## config.mk

```make
export PLATFORM = sky130hd
export DESIGN_NAME = acs_unit_flat
export DESIGN_NICKNAME = d
export VERILOG_FILES = /design/src/rtl/viterbi_pkg.sv /design/src/rtl/acs_unit_if.sv /design/src/rtl/acs_butterfly_cell.sv /design/src/rtl/acs_unit.sv /design/src/flat_wrapper.sv
export SDC_FILE = /design/constraint.sdc
export NUM_CORES = 1
export LEC_CHECK = 0
export BUFFER_PORTS_ARGS = -buffer_cell sky130_fd_sc_hd__buf_2
export CORE_ASPECT_RATIO = 1.2
export CORE_MARGIN = 2
export CORE_UTILIZATION = 35
export DETAILED_ROUTE_END_ITERATION = 12
export HOLD_SLACK_MARGIN = 0.08
export PLACE_DENSITY = 0.61
export SKIP_CTS_REPAIR_TIMING = 1
export SLEW_MARGIN = 15
export SYNTH_ARGS = -nofsm -noshare
export SYNTH_HDL_FRONTEND = slang
export SYNTH_SLANG_ARGS = --single-unit
```

## constraint.sdc

```tcl
create_clock -name clk -period 18.8 [get_ports clk]
set_clock_uncertainty 0.15 [all_clocks]
set_input_delay 1.88 -clock clk [delete_from_list [all_inputs] [get_ports clk]]
set_output_delay 1.88 -clock clk [all_outputs]
set_load 0.005 [all_outputs]
```

## src/rtl/viterbi_pkg.sv

```systemverilog
// Shared types and constants for the 4-state, K=3, 7/5 Viterbi decoder.
package viterbi_pkg;

   localparam int unsigned MW_DEF = 4;
   localparam logic [MW_DEF-1:0] INF = '1;

   localparam logic [1:0] S00 = 2'd0;
   localparam logic [1:0] S01 = 2'd1;
   localparam logic [1:0] S10 = 2'd2;
   localparam logic [1:0] S11 = 2'd3;

   typedef enum logic [1:0] {
      ST_IDLE = 2'd0,
      ST_CALC = 2'd1,
      ST_OUT  = 2'd2
   } acs_state_e;

   // Expected {c0,c1} on the branch from predecessor {ns[0],x} into ns.
   function automatic logic [1:0] exp_sym(input logic [1:0] ns, input logic x);
      return {ns[1] ^ ns[0] ^ x, ns[1] ^ x};
   endfunction

endpackage

```

## src/rtl/acs_unit_if.sv

```systemverilog
// Symbol, path-metric and decision signals between the ACS stage and its neighbours.
interface acs_unit_if #(
   parameter int unsigned MW = viterbi_pkg::MW_DEF
);
   logic          sym_valid;
   logic [1:0]    sym;
   logic          sym_ready;
   logic [MW-1:0] pm00, pm01, pm10, pm11;
   logic          pm_we;
   logic [MW-1:0] new00, new01, new10, new11;
   logic          dec_valid;
   logic [3:0]    dec;
   logic          dec_ready;
   logic [1:0]    best_state;

   modport master (
      output sym_valid, sym, pm00, pm01, pm10, pm11, dec_ready,
      input  sym_ready, pm_we, new00, new01, new10, new11, dec_valid, dec, best_state
   );

   modport slave (
      input  sym_valid, sym, pm00, pm01, pm10, pm11, dec_ready,
      output sym_ready, pm_we, new00, new01, new10, new11, dec_valid, dec, best_state
   );
endinterface

```

## src/rtl/acs_butterfly_cell.sv

```systemverilog
// Branch metric, saturating add and select for a single next-state.
module acs_butterfly_cell
   import viterbi_pkg::*;
#(
   parameter int unsigned MW = MW_DEF,
   parameter logic [1:0]  NS = S00
) (
   input  logic [1:0]    sym,
   input  logic [MW-1:0] pm0,
   input  logic [MW-1:0] pm1,
   output logic [MW-1:0] pm_sel_c,
   output logic          dec_c
);
   localparam int unsigned WW = MW + 1;
   localparam logic [WW-1:0] INF_W = WW'({MW{1'b1}});

   logic [1:0]    d0, d1;
   logic [1:0]    bm0, bm1;
   logic [WW-1:0] sum0, sum1;
   logic [MW-1:0] cand0, cand1;

   // Hamming distance, widened add clipped at INF, smaller candidate wins (tie -> x=0).
   always_comb begin
      d0    = sym ^ exp_sym(NS, 1'b0);
      d1    = sym ^ exp_sym(NS, 1'b1);
      bm0   = 2'(d0[1]) + 2'(d0[0]);
      bm1   = 2'(d1[1]) + 2'(d1[0]);
      sum0  = {1'b0, pm0} + WW'(bm0);
      sum1  = {1'b0, pm1} + WW'(bm1);
      cand0 = (sum0 >= INF_W) ? {MW{1'b1}} : sum0[MW-1:0];
      cand1 = (sum1 >= INF_W) ? {MW{1'b1}} : sum1[MW-1:0];
      pm_sel_c = cand0;
      dec_c    = 1'b0;
      if (cand1 < cand0) begin
         pm_sel_c = cand1;
         dec_c    = 1'b1;
      end
   end
endmodule

```

## src/rtl/acs_unit.sv

```systemverilog
// ACS stage: four butterfly cells, normalization, best-state search and handshake FSM.
module acs_unit
   import viterbi_pkg::*;
#(
   parameter int unsigned MW      = MW_DEF,
   parameter bit          NORM_EN = 1'b1
) (
   input  logic      clk,
   input  logic      rst_n,
   acs_unit_if.slave bus
);
   localparam logic [MW-1:0] INF_V = {MW{1'b1}};

   acs_state_e    state_q, state_d;
   logic [1:0]    sym_q;
   logic [MW-1:0] pm_c  [4];
   logic [MW-1:0] sel_c [4];
   logic [MW-1:0] fin_c [4];
   logic [MW-1:0] new_q [4];
   logic [3:0]    dec_c, dec_q;
   logic [MW-1:0] min_c, bmin_c;
   logic [1:0]    best_c, best_q;

   assign pm_c[0] = bus.pm00;
   assign pm_c[1] = bus.pm01;
   assign pm_c[2] = bus.pm10;
   assign pm_c[3] = bus.pm11;

   // Predecessors of ns are states 2*ns[0] and 2*ns[0]+1.
   for (genvar ns = 0; ns < 4; ns++) begin : g_cell
      acs_butterfly_cell #(
         .MW (MW),
         .NS (2'(ns))
      ) u_cell (
         .sym      (sym_q),
         .pm0      (pm_c[2*(ns%2)]),
         .pm1      (pm_c[2*(ns%2)+1]),
         .pm_sel_c (sel_c[ns]),
         .dec_c    (dec_c[ns])
      );
   end

   // Normalize non-INF metrics by the minimum, then find the lowest-index minimum.
   always_comb begin
      min_c = sel_c[0];
      for (int i = 1; i < 4; i++) begin
         if (sel_c[i] < min_c) min_c = sel_c[i];
      end
      for (int i = 0; i < 4; i++) begin
         fin_c[i] = sel_c[i];
         if (NORM_EN && (sel_c[i] != INF_V)) fin_c[i] = sel_c[i] - min_c;
      end
      best_c = 2'd0;
      bmin_c = fin_c[0];
      for (int i = 1; i < 4; i++) begin
         if (fin_c[i] < bmin_c) begin
            bmin_c = fin_c[i];
            best_c = 2'(i);
         end
      end
   end

   // State register.
   always_ff @(posedge clk) begin
      if (!rst_n) state_q <= ST_IDLE;
      else        state_q <= state_d;
   end

   // Next-state logic.
   always_comb begin
      state_d = state_q;
      case (state_q)
         ST_IDLE: if (bus.sym_valid) state_d = ST_CALC;
         ST_CALC: state_d = ST_OUT;
         ST_OUT:  if (bus.dec_ready) state_d = ST_IDLE;
         default: state_d = ST_IDLE;
      endcase
   end

   // Handshake outputs; pm_we follows dec_ready so the store write lands with the decision.
   always_comb begin
      bus.sym_ready = 1'b0;
      bus.dec_valid = 1'b0;
      bus.pm_we     = 1'b0;
      case (state_q)
         ST_IDLE: bus.sym_ready = 1'b1;
         ST_OUT: begin
            bus.dec_valid = 1'b1;
            bus.pm_we     = bus.dec_ready;
         end
         default: ;
      endcase
   end

   // Latch the symbol on accept and the ACS results in CALC; hold them otherwise.
   always_ff @(posedge clk) begin
      if (!rst_n) begin
         sym_q  <= 2'd0;
         dec_q  <= 4'd0;
         best_q <= 2'd0;
         for (int i = 0; i < 4; i++) new_q[i] <= '0;
      end else begin
         if ((state_q == ST_IDLE) && bus.sym_valid) sym_q <= bus.sym;
         if (state_q == ST_CALC) begin
            dec_q  <= dec_c;
            best_q <= best_c;
            for (int i = 0; i < 4; i++) new_q[i] <= fin_c[i];
         end
      end
   end

   assign bus.new00      = new_q[0];
   assign bus.new01      = new_q[1];
   assign bus.new10      = new_q[2];
   assign bus.new11      = new_q[3];
   assign bus.dec        = dec_q;
   assign bus.best_state = best_q;
endmodule

```

## src/flat_wrapper.sv

```systemverilog
// flat-port wrapper written by rule: the top's interface ports become plain ports
module acs_unit_flat import viterbi_pkg::*;
#(
   parameter int unsigned MW      = MW_DEF,
   parameter bit          NORM_EN = 1'b1
)
  (clk, rst_n, bus_sym_valid, bus_sym, bus_pm00, bus_pm01, bus_pm10, bus_pm11, bus_dec_ready, bus_sym_ready, bus_pm_we, bus_new00, bus_new01, bus_new10, bus_new11, bus_dec_valid, bus_dec, bus_best_state);
  acs_unit_if #(.MW(MW)) bus_i ();
  input  logic clk;
  input  logic rst_n;
  input wire logic [$bits(bus_i.sym_valid)-1:0] bus_sym_valid;
  input wire logic [$bits(bus_i.sym)-1:0] bus_sym;
  input wire logic [$bits(bus_i.pm00)-1:0] bus_pm00;
  input wire logic [$bits(bus_i.pm01)-1:0] bus_pm01;
  input wire logic [$bits(bus_i.pm10)-1:0] bus_pm10;
  input wire logic [$bits(bus_i.pm11)-1:0] bus_pm11;
  input wire logic [$bits(bus_i.dec_ready)-1:0] bus_dec_ready;
  output wire logic [$bits(bus_i.sym_ready)-1:0] bus_sym_ready;
  output wire logic [$bits(bus_i.pm_we)-1:0] bus_pm_we;
  output wire logic [$bits(bus_i.new00)-1:0] bus_new00;
  output wire logic [$bits(bus_i.new01)-1:0] bus_new01;
  output wire logic [$bits(bus_i.new10)-1:0] bus_new10;
  output wire logic [$bits(bus_i.new11)-1:0] bus_new11;
  output wire logic [$bits(bus_i.dec_valid)-1:0] bus_dec_valid;
  output wire logic [$bits(bus_i.dec)-1:0] bus_dec;
  output wire logic [$bits(bus_i.best_state)-1:0] bus_best_state;
  assign bus_i.sym_valid = bus_sym_valid;
  assign bus_i.sym = bus_sym;
  assign bus_i.pm00 = bus_pm00;
  assign bus_i.pm01 = bus_pm01;
  assign bus_i.pm10 = bus_pm10;
  assign bus_i.pm11 = bus_pm11;
  assign bus_i.dec_ready = bus_dec_ready;
  assign bus_sym_ready = bus_i.sym_ready;
  assign bus_pm_we = bus_i.pm_we;
  assign bus_new00 = bus_i.new00;
  assign bus_new01 = bus_i.new01;
  assign bus_new10 = bus_i.new10;
  assign bus_new11 = bus_i.new11;
  assign bus_dec_valid = bus_i.dec_valid;
  assign bus_dec = bus_i.dec;
  assign bus_best_state = bus_i.best_state;
  acs_unit #(.MW(MW), .NORM_EN(NORM_EN)) u_core (.clk(clk), .rst_n(rst_n), .bus(bus_i));
endmodule
```

# After elaboration in Yosys (flattened, before gate mapping)
# Memory sizes are Yosys's and may differ from the RTL's.
# Cells that the tools add are included.
[word_totals]
input_bits = 22
elab_cells = 99
out_inout_bits = 25
ramBits = 16
memories = 1
register_bits = 10
[mem_list]
columns = ["name", "words", "word_bits", "rd", "rd_clocked_by_memory_dff", "wr", "line", "source"]
rows = [
  ["u_core.new_q", 4, 4, 4, 0, 4, "acs_unit.sv:19", "logic [MW-1:0] new_q [4];"],
]
[op_classes]
addsub = 16
n_lt_le_gt_ge = 18
n_eq_ne = 8
muxes = 42
n_reduce_logical = 3
n_bitwise = 7
[op_table]
columns = ["operator", "n"]
rows = [
  ["$mux W4", 25],
  ["$add A4 B2 Y5", 8],
  ["$ge A5 B4 Y1 const B", 8],
  ["$lt A4 B4 Y1", 10],
  ["$ne A4 B4 Y1 const B", 4],
  ["$sub A4 B4 Y4", 4],
  ["$mux W1", 12],
  ["$add A1 B1 Y2", 4],
  ["$mux W2", 4],
  ["$pmux W2 S3", 1],
  ["$ne A2 B2 Y1 const B", 2],
  ["$or A1 B1 Y1", 4],
  ["$eq A2 B1 Y1 const B", 1],
  ["$eq A2 B2 Y1 const B", 1],
  ["$logic_not A2 Y1", 1],
  ["$not A1 Y1", 2],
  ["$not A2 Y2", 1],
  ["$reduce_and A2 Y1", 1],
  ["$logic_and A1 B1 Y1", 1],
]

# Depth between registers and ports, before layout
# Gate-level depths: netlist of the first run.
[logic_depth]
word_depth = 21
ltp_mapped = 62
mapped_depth_nobuf = 62

# Hierarchy
# A second synthesis of the first run with hierarchy kept.
[hier_totals]
hier_cells = 421
hier_area_um2 = 3711.1
[by_module_without_submodules]
columns = ["module", "area_each_um2", "seq_area_each_um2", "n_inst", "cells_per_inst"]
rows = [
  ["acs_unit", 2423.6, 680.7, 1, 258],
  ["acs_butterfly_cell at u_core.g_cell[3].u_cell", 334.1, 0.0, 1, 41],
  ["acs_butterfly_cell at u_core.g_cell[1].u_cell", 320.3, 0.0, 1, 42],
  ["acs_butterfly_cell at u_core.g_cell[0].u_cell", 316.6, 0.0, 1, 39],
  ["acs_butterfly_cell at u_core.g_cell[2].u_cell", 316.6, 0.0, 1, 41],
]

# Worst setup path before layout of the first run
# Ideal clock, no wire load.
[synth_path]
path_kind = "input to register"
startpoint = "in bus_pm11[1]"
endpoint = "reg u_core.best_q[0] (netlist: u_core.bus.best_state[0])"
arrival_ps = 11959
setup_ps = 60
slack_ps = 6631
path_buffers = 2
required_time_ps = 18590
stages = 52
path_cell_list = "buf_2 -> xor2_1 -> ha_1 -> a21oi_1 -> nor2_1 -> nor2_1 -> inv_1 -> ha_1 -> or2_1 -> a311oi_2 -> a31oi_2 -> a22o_1 -> buf_6 -> maj3_1 -> o21ai_0 -> mux2_2 -> inv_1 -> ha_1 -> [16 not listed] -> and2_1 -> ha_1 -> nand2b_1 -> a32oi_1 -> a2bb2oi_1 -> a21oi_1 -> nor2_1 -> mux2_2 -> ha_1 -> or4_1 -> o31ai_2 -> mux2_1 -> ha_1 -> a21o_1 -> a211o_1 -> nor4_1 -> a221oi_1 -> nand2_1"
[synth_via]
elab_chain_len = 19
elab_cells_between_ends = 34
cone_classes = "6 x add/sub; 10 x order compare; 2 x eq/ne; 16 x mux"
[synth_lines]
columns = ["element", "line", "source"]
rows = [
  ["from (decl)", "flat_wrapper.sv:16", "input wire logic [$bits(bus_i.pm11)-1:0] bus_pm11;"],
  ["$add A4 B2 Y5", "acs_butterfly_cell.sv:29", "sum1 = {1'b0, pm1} + WW'(bm1);"],
  ["$ge A5 B4 Y1", "acs_butterfly_cell.sv:31", "cand1 = (sum1 >= INF_W) ? {MW{1'b1}} : sum1[MW-1:0];"],
  ["$mux W4", "acs_butterfly_cell.sv:31", ""],
  ["$lt A4 B4 Y1", "acs_butterfly_cell.sv:34", "if (cand1 < cand0) begin"],
  ["$mux W4", "acs_butterfly_cell.sv:34", ""],
  ["$lt A4 B4 Y1", "acs_unit.sv:47", "if (sel_c[i] < min_c) min_c = sel_c[i];"],
  ["$mux W4", "acs_unit.sv:47", ""],
  ["$lt A4 B4 Y1", "acs_unit.sv:47", ""],
  ["[3 not listed]", "-", ""],
  ["$sub A4 B4 Y4", "acs_unit.sv:51", "if (NORM_EN && (sel_c[i] != INF_V)) fin_c[i] = sel_c[i] - min_c;"],
  ["$mux W4", "acs_unit.sv:51", ""],
  ["$lt A4 B4 Y1", "acs_unit.sv:56", "if (fin_c[i] < bmin_c) begin"],
  ["$mux W4", "acs_unit.sv:56", ""],
  ["$lt A4 B4 Y1", "acs_unit.sv:56", ""],
  ["$mux W4", "acs_unit.sv:56", ""],
  ["$lt A4 B4 Y1", "acs_unit.sv:56", ""],
  ["$mux W2 (*)", "acs_unit.sv:56", ""],
  ["to (signal assigned)", "acs_unit.sv:106", "best_q <= best_c;"],
  ["to (decl)", "acs_unit.sv:22", "logic [1:0] best_c, best_q;"],
]
# Every way passes the cells marked *; elsewhere a longest branch is shown, timed or not.
# A chain may end at the register's enable or synchronous reset.

# Worst setup path in the final report of the first run
[layout_path]
startpoint = "in bus_pm11[0]"
endpoint = "reg u_core.best_q[0] (netlist: u_core.bus.best_state[0])"
# The elaborated chain is that of the path after synthesis.

==> qor.txt, run 1 <==
Post-route ant nets - 0
Pin count of the biggest net entering global routing - 19
Post-synthesis sequential area ratio - 0.164
Max-cap violations - 0
CTS tree - yes
Setup violations, final - 0
WP buf/inv - 4
Crit Path Class - primary input to flip-flop
Async SR Flop Fraction - 0
Total number of vias - 3791
Max clock buf depth - 2
Layout Nets - 651
Setup WS pre-CTS - 5.44 ns
Post-Syn Area - 0.00415 mm2
Critical path's top delay family - compound AO/OA/AOI/OAI gates
# diodes - 0
Gate Count Post-Synth - 513
I/O pins - 47
Detailed-route wire length - 10100 um
Crit path max fanout - 7
I/O Buffers - 46
Area of the multi-input gates - 0.00324 mm2
CTS Sinks - 26
Vias in the first global route - 3603
Synth Net Count - 608
Yosys Warn Count - 0
Post-route setup slack - 5.52 ns
Initial antenna violation count - 0
Worst Path Required - 18.85 ns
Filler cell count in the final layout - 1154
Slew Viols, Final - 0
Router iterations before antenna repair - 4
Initial Utilization - 0.359
Core Rows - 43
Reg2Reg Depth - 54
Avg WL per Cell - 14.2 um
Setup TNS - 0 ns
Num CTS Buffers - 3
Status - completed
Worst hold slack - 0.300 ns
Post-route DRC - 0
Area growth syn-to-layout - 11.3%
R2r endpoint - u_core.bus.best_state[0]$_SDFFE_PN0P_
Die extent in y - 123 um
CP Depth - 52
HPWL reported at the end of detailed placement - 8610 um
Die area - 0.0128 mm2
RSZ-0062 raised after global routing - no
Share of layout cells above drive strength 1 - 0.135
WP data arrival - 13.33 ns
Worst Setup End Kind - flip-flop
GRT overflow - 0
Final worst path period share - 0.706
Synth cell types - 73
H-Tree Depth - 1
Worst Setup SP - bus_pm11[0]
Reg clk slew, reported paths - 0.06 ns
Clk root buf - clkbuf_16
Synth Register Bits - 26
Worst path max stage delay - 0.57 ns
Slew @ Worst Pin - 0.737 ns
R2R setup slack - 6.13 ns
CP startpoint kind - primary input
Layout Utilization - 0.400
Fmax - 75.3 MHz
Final hold viol count - 0
Overall global routing resource usage - 0.163
Ys flop type - edfxtp_1
Storage element area - 681 um2
FF-to-FF Start - u_core.sym_q[0]$_SDFFE_PN0P_
Min-Delay Path Class - flip-flop to flip-flop
Setup crit end - u_core.bus.best_state[0]$_SDFFE_PN0P_
Routability cong. - 0.885
Via-per-instance ratio - 5.32
Syn Area/Cell - 8.09 um2
Minimum clock period after layout - 13.28 ns
Global-route wire length before repair - 16900 um
DR iter-0 viols - 174
Later-pin clock latency in the skew report - 0.25 ns
Slowest CP cell - or4_1
Relative slew slack - 0.507
Post-synth EDFFs - 16
Total core area - 0.0116 mm2
Die width - 103 um
-- per-layer routing --
layer  share of wire  wire length, um  up-vias  GRT usage
met5               0                0        -          0
met1            0.45             4600     1742      0.207
met3           0.030              304       25    0.00622
li1                -                -     1932          -
met4           0.032              321        0     0.0567
met2            0.48             4880       92      0.290
-- per-stage QoR --
stage	area [um2]	instances
final	4620	712
after detailed placement	4530	708
after global routing	4620	712
after global placement	4530	708
after CTS	4620	712
after floorplan	4150	513
-- logic make-up (layout without fill, tap and decap cells) --
group | count (synthesis) | count (layout) | synth area share
AND/OR/NAND/NOR | 157 | 157 | 0.184
adder cells (fa/ha/maj) | 74 | 74 | 0.230
flip-flops | 26 | 26 | 0.164
XOR/XNOR | 23 | 23 | 0.0485
AO/OA/AOI/OAI | 155 | 155 | 0.263
multiplexers | 21 | 21 | 0.0551
buffers and inverters | 57 | 99 | 0.0551
-- worst min-delay path by stage --
stage / start / to / slack (ns) / depth (start not counted)
2_1_floorplan: u_core.bus.dec[0]$_SDFFE_PN0P_ / u_core.bus.dec[0]$_SDFFE_PN0P_ / 0.30 / 2
3_3_place_gp: u_core.bus.dec[0]$_SDFFE_PN0P_ / u_core.bus.dec[0]$_SDFFE_PN0P_ / 0.29 / 2
3_5_place_dp: u_core.bus.dec[0]$_SDFFE_PN0P_ / u_core.bus.dec[0]$_SDFFE_PN0P_ / 0.30 / 2
4_1_cts: u_core.bus.dec[0]$_SDFFE_PN0P_ / u_core.bus.dec[0]$_SDFFE_PN0P_ / 0.31 / 2
5_1_grt: u_core.bus.dec[0]$_SDFFE_PN0P_ / u_core.bus.dec[0]$_SDFFE_PN0P_ / 0.35 / 2
6_report: u_core.bus.dec[0]$_SDFFE_PN0P_ / u_core.bus.dec[0]$_SDFFE_PN0P_ / 0.30 / 2
-- flip-flops by register name, summed over array words and instances (netlist names) --
signal	count
u_core.sym_q	2
u_core.bus.dec	4
u_core.state_q	2
u_core.bus.best_state	2
u_core.new_q	16
-- final cells by class --
| type | instances | area share |
|---|---|---|
| flip-flops and latches | 26 | 0.147 |
| well taps | 157 | 0.0425 |
| clock buffers | 4 | 0.0192 |
| inverters | 49 | 0.0398 |
| multi-input cells | 430 | 0.701 |
| repair buffers | 46 | 0.0498 |
-- synth_stat cells (all sizes together) (9+ instances only) --
| cell type | number | share of area |
|---|---|---|
| a21o | 19 | 0.035 |
| a21oi | 42 | 0.053 |
| and2 | 18 | 0.027 |
| dfxtp | 10 | 0.048 |
| edfxtp | 16 | 0.12 |
| ha | 69 | 0.21 |
| inv | 49 | 0.044 |
| mux2 | 12 | 0.033 |
| mux2i | 9 | 0.022 |
| nand2 | 38 | 0.034 |
| nor2 | 48 | 0.043 |
| nor2b | 15 | 0.023 |
| o21ai | 32 | 0.039 |
| xnor2 | 11 | 0.023 |
| xor2 | 12 | 0.025 |
-- worst register-to-register path: cells and delay by family, from the launching register on --
family | cells | cell delay (ns)
buf+inv | 5 | 0.47
simple gates | 15 | 2.95
compound gates | 17 | 3.30
mux | 5 | 1.90
fa+ha+maj | 12 | 3.37
flops | 1 | 0.49
-- layout by cell type (no fill, tap or decap), types with 6 or more instances in the layout --
cell | synthesis | routed
ha_1 | 69 | 69
inv_1 | 49 | 49
nor2_1 | 48 | 48
buf_2 | 6 | 46
a21oi_1 | 41 | 41
nand2_1 | 38 | 38
o21ai_0 | 32 | 32
and2_1 | 18 | 18
a21o_1 | 18 | 18
edfxtp_1 | 16 | 16
nor2b_1 | 15 | 15
xor2_1 | 12 | 12
xnor2_1 | 11 | 11
mux2_2 | 10 | 10
dfxtp_1 | 10 | 10
mux2i_1 | 9 | 9
nand2b_1 | 8 | 8
nor3_1 | 7 | 7
o211ai_1 | 6 | 6
nand3_1 | 6 | 6
Power of run 1 is not shown: default switching activity piles up to over one toggle a cycle in this logic, so the estimate is an artifact.
==> run 2: changes to the inputs <==
Settings changed: ABC_AREA set to 1, PLACE_DENSITY 0.61 to 0.63.
Clock period 18.8 ns to 10.77 ns, I/O delays scaled along.
==> qor.txt, run 2 <==
Hold EP - u_core.bus.best_state[0]$_SDFFE_PN0P_
Met3 usage - 0.0214
Critical path's top delay family - adder cells
Worst path max stage delay - 0.52 ns
Crit Path Class - flip-flop to flip-flop
Most frequent cells in the layout - nand2_1, inv_1, ha_1
Mux contribution to synthesized area - 0
Post-synthesis sequential area ratio - 0.171
Cell mode on critical path - nand2_1
Crit path max fanout - 7
Min-Delay Path Class - flip-flop to flip-flop
Final hold viol count - 0
Ys flop type - edfxtp_1
Max-cap violations - 0
Synth Area in Simple Gates - 0.317
Pin count of the biggest net entering global routing - 21
Complex-gate fraction of the synthesized area - 0.106
H-Tree Depth - 1
CTS Sinks - 26
WP buf/inv - 6
Routability cong. - 0.912
Synth Register Bits - 26
Slowest CP cell - o21ai_0
Adder-Cell Fraction of Synth Area - 0.237
I/O Buffers - 46
Most common cell after layout, fill and taps aside - nand2_1
FF-to-FF Start - u_core.sym_q[0]$_SDFFE_PN0P_
Initial antenna violation count - 0
Die width - 101 um
Clk root buf - clkbuf_16
Biggest register - u_core.new_q
Post-Syn Area - 0.00398 mm2
Worst Path Required - 10.84 ns
Minimum clock period after layout - 9.53 ns
Setup TNS - 0 ns
Core Rows - 42
Routing usage on met1 - 0.188
Share of layout cells above drive strength 1 - 0.170
WP data arrival - 9.60 ns
I/O pins - 47
Total core area - 0.0111 mm2
Slew Viols, Final - 0
Synth cell types - 38
Yosys Warn Count - 0
Via-per-instance ratio - 4.65
Post-route ant nets - 0
Final worst path period share - 0.885
R2r endpoint - u_core.bus.best_state[0]$_SDFFE_PN0P_
Gate Count Post-Synth - 590
Filler cell count in the final layout - 1173
CTS tree - yes
Main combinational cell family by area after synthesis - simple AND/OR/NAND/NOR gates
# diodes - 0
Post-route DRC - 0
GR peak layer - met2
Synth top area share - 0.217
Top-count cell post-synth - nand2_1
Slew @ Worst Pin - 0.734 ns
Detailed-route wire length - 9270 um
Cell taking the most area after synthesis - ha_1
Layout Nets - 732
Commonest cells in the netlist - nand2_1, inv_1, ha_1
Later-pin clock latency in the skew report - 0.27 ns
GRT met2 Usage - 0.291
R2R setup slack - 1.24 ns
RSZ-0062 raised after global routing - no
Relative slew slack - 0.506
Synth Net Count - 685
Min-delay src - u_core.bus.best_state[0]$_SDFFE_PN0P_
DR iter-0 viols - 120
Async SR Flop Fraction - 0
Status - completed
Post-synth EDFFs - 16
Reg clk slew, reported paths - 0.07 ns
Area growth syn-to-layout - 12.7%
Die area - 0.0122 mm2
Xor/xnor share of the synthesized area - 0.0481
Overall global routing resource usage - 0.157
Max FFs per register - 16
Total number of vias - 3670
Synth area leaders - ha_1, nand2_1, edfxtp_1
Global-route wire length before repair - 15700 um
CP startpoint kind - flip-flop
Initial Utilization - 0.359
Syn Area/Cell - 6.75 um2
HPWL reported at the end of detailed placement - 8030 um
Router iterations before antenna repair - 4
Max clock buf depth - 2
Num CTS Buffers - 3
Setup violations, final - 0
Die extent in y - 121 um
Vias in the first global route - 3482
Hold Path Cell Cnt - 2
Fmax - 105 MHz
Worst Setup End Kind - flip-flop
Avg WL per Cell - 11.7 um
GRT overflow - 0
Reg2Reg Depth - 62
==> run 2: layout make-up <==
type / count / area, um2 / share of cell area
Tap cell: 154 / 193 / 0.0429
Inverter: 121 / 454 / 0.101
Sequential cell: 26 / 681 / 0.152
Timing Repair Buffer: 47 / 238 / 0.0530
Clock buffer: 4 / 100 / 0.0223
Multi-Input combinational cell: 438 / 2820 / 0.629
==> run 2: cells by family after synthesis <==
group | after synthesis
simple gates | 267
buf+inv | 126
compound gates | 77
fa+ha+maj | 73
flops | 26
xor+xnor | 21
==> run 2: worst max path at each step <==
stage	start	to	slack (ns)	cells past startpoint
5_1_grt	u_core.sym_q[0]$_SDFFE_PN0P_	u_core.bus.best_state[0]$_SDFFE_PN0P_	0.57	61
4_1_cts	u_core.sym_q[0]$_SDFFE_PN0P_	u_core.bus.best_state[0]$_SDFFE_PN0P_	1.31	62
6_report	u_core.sym_q[0]$_SDFFE_PN0P_	u_core.bus.best_state[0]$_SDFFE_PN0P_	1.24	62
2_1_floorplan	bus_pm01[1]	u_core.bus.best_state[0]$_SDFFE_PN0P_	2.23	64
3_5_place_dp	bus_pm01[1]	u_core.bus.best_state[0]$_SDFFE_PN0P_	1.05	62
3_3_place_gp	bus_pm00[0]	u_core.bus.best_state[0]$_SDFFE_PN0P_	1.29	61
==> run 2: worst register-to-register path: cells and delay by family (launching register included) <==
kind	cells	cell delay, ns
flip-flops	1	0.41
AO/OA/AOI/OAI	9	2.55
adder cells (fa/ha/maj)	12	3.48
buffers and inverters	6	0.46
AND/OR/NAND/NOR	35	2.45
==> run 2: through the flow <==
step / instance area [um2] / utilization / hold WS (ns) / instances / setup slack [ns]
final: 4490 / 0.405 / 0.306 / 790 / 1.24
after global routing: 4490 / 0.405 / 0.342 / 790 / 0.570
after CTS: 4490 / 0.405 / 0.311 / 790 / 1.31
after detailed placement: 4390 / 0.396 / 0.298 / 786 / 1.05
after global placement: 4390 / 0.396 / 0.295 / 786 / 1.29
after floorplan: 3980 / - / 0.298 / 590 / 2.23
==> run 2: per-layer routing <==
metal | share of wire | wire, um
met1 | 0.44 | 4110
met2 | 0.51 | 4700
met3 | 0.032 | 298
met4 | 0.018 | 168
met5 | 0 | 0
Power of run 2 is left out for the same reason.
==> run 3: changes to the inputs <==
Settings changed: ABC_AREA 1 to not set.
==> qor.txt, run 3 (same netlist as run 1, synthesis figures left out) <==
Router iterations before antenna repair - 5
Clk root buf - clkbuf_16
Num CTS Buffers - 3
Min-Delay Path Class - flip-flop to flip-flop
Hold EP - u_core.bus.dec[3]$_SDFFE_PN0P_
Max-cap violations - 0
R2r endpoint - u_core.bus.best_state[1]$_SDFFE_PN0P_
CTS Sinks - 26
Most frequent cells in the layout - buf_4, ha_1, buf_2
DR iter-0 viols - 182
Crit path max fanout - 3
Routability cong. - 0.966
Vias in the first global route - 4079
Global-route wire length before repair - 18400 um
Initial Utilization - 0.359
Worst Path Required - 10.82 ns
Fmax - 94.0 MHz
Pin count of the biggest net entering global routing - 19
Post-route DRC - 0
Cell mode on critical path - ha_4
Slew Viols, Final - 0
Share of layout cells above drive strength 1 - 0.359
Overall global routing resource usage - 0.178
Crit Path Class - primary input to flip-flop
Die area - 0.0128 mm2
Min-delay src - u_core.bus.dec[3]$_SDFFE_PN0P_
R2R setup slack - 0.21 ns
Reg2Reg Depth - 55
I/O pins - 47
Worst hold slack - 0.300 ns
HPWL reported at the end of detailed placement - 9580 um
FF-to-FF Start - u_core.sym_q[1]$_SDFFE_PN0P_
Most common cell after layout, fill and taps aside - buf_4
Die extent in y - 123 um
Slowest CP cell - or4_4
Relative slew slack - 0.381
Max FFs per register - 16
Status - completed
Total number of vias - 4179
Final worst path period share - 0.987
Final hold viol count - 0
Biggest register - u_core.new_q
Worst Setup End Kind - flip-flop
Slew @ Worst Pin - 0.920 ns
Detailed-route wire length - 11900 um
Initial antenna violation count - 2
Filler cell count in the final layout - 1119
RSZ-0062 raised after global routing - yes
Setup violations, final - 0
H-Tree Depth - 1
Area growth syn-to-layout - 36.0%
Via-per-instance ratio - 5.31
Max clock buf depth - 2
Worst path max stage delay - 0.54 ns
Core Rows - 43
Hold Path Cell Cnt - 2
Layout Nets - 725
Total core area - 0.0116 mm2
Avg WL per Cell - 15.2 um
Reg clk slew, reported paths - 0.06 ns
GRT overflow - 0
Minimum clock period after layout - 10.63 ns
Later-pin clock latency in the skew report - 0.26 ns
I/O Buffers - 46
CTS tree - yes
CP startpoint kind - primary input
WP data arrival - 10.69 ns
Post-route ant nets - 0
Die width - 103 um
[run 3: worst max-delay path by stage]
| stage | startpoint | to | slack (ns) |
|---|---|---|---|
| detailed placement | bus_pm00[0] | u_core.bus.best_state[0]$_SDFFE_PN0P_ | -0.55 |
| global placement | bus_pm00[0] | u_core.bus.best_state[0]$_SDFFE_PN0P_ | -0.27 |
| CTS | bus_pm00[0] | u_core.bus.best_state[0]$_SDFFE_PN0P_ | -0.32 |
| finish | bus_pm10[0] | u_core.bus.best_state[1]$_SDFFE_PN0P_ | 0.14 |
| floorplan | bus_pm11[1] | u_core.bus.best_state[0]$_SDFFE_PN0P_ | 0.001 |
| global route | bus_pm10[0] | u_core.bus.best_state[1]$_SDFFE_PN0P_ | -0.34 |
[run 3: layer usage]
metal / track usage / share of wire
met1: 0.203 / 0.42
met2: 0.334 / 0.52
met3: 0.0192 / 0.034
met4: 0.0641 / 0.025
met5: 0 / 0.0011
[run 3: final cells by class]
class | count | area, um2 | share of cell area
diodes | 1 | 2.50 | 0.000443
clock buffers | 4 | 88.8 | 0.0157
inverters | 49 | 184 | 0.0326
multi-input cells | 430 | 3710 | 0.657
flip-flops and latches | 26 | 681 | 0.121
well taps | 157 | 196 | 0.0348
repair buffers | 120 | 786 | 0.139
[run 3: worst max-delay path: cells and delay by family]
kind / cells / cell delay, ns
AOI/OAI and AO/OA: 22 / 2.93
adders and majority gates: 10 / 2.52
and+or+nand+nor: 11 / 2.01
muxes: 5 / 1.52
buffers and inverters: 5 / 0.61
[run 3: through the flow]
step           TNS [ns]  utilization  setup slack [ns]  area, um2  instances
2_1_floorplan         0            -           0.00137       4240        513
3_3_place_gp     -0.518        0.443            -0.266       5120        775
3_5_place_dp      -1.10        0.443            -0.551       5120        775
4_1_cts          -0.640        0.450            -0.322       5210        779
5_1_grt          -0.669        0.488            -0.337       5650        786
6_report              0        0.488             0.135       5650        787
Power of run 3 is left out for the same reason.
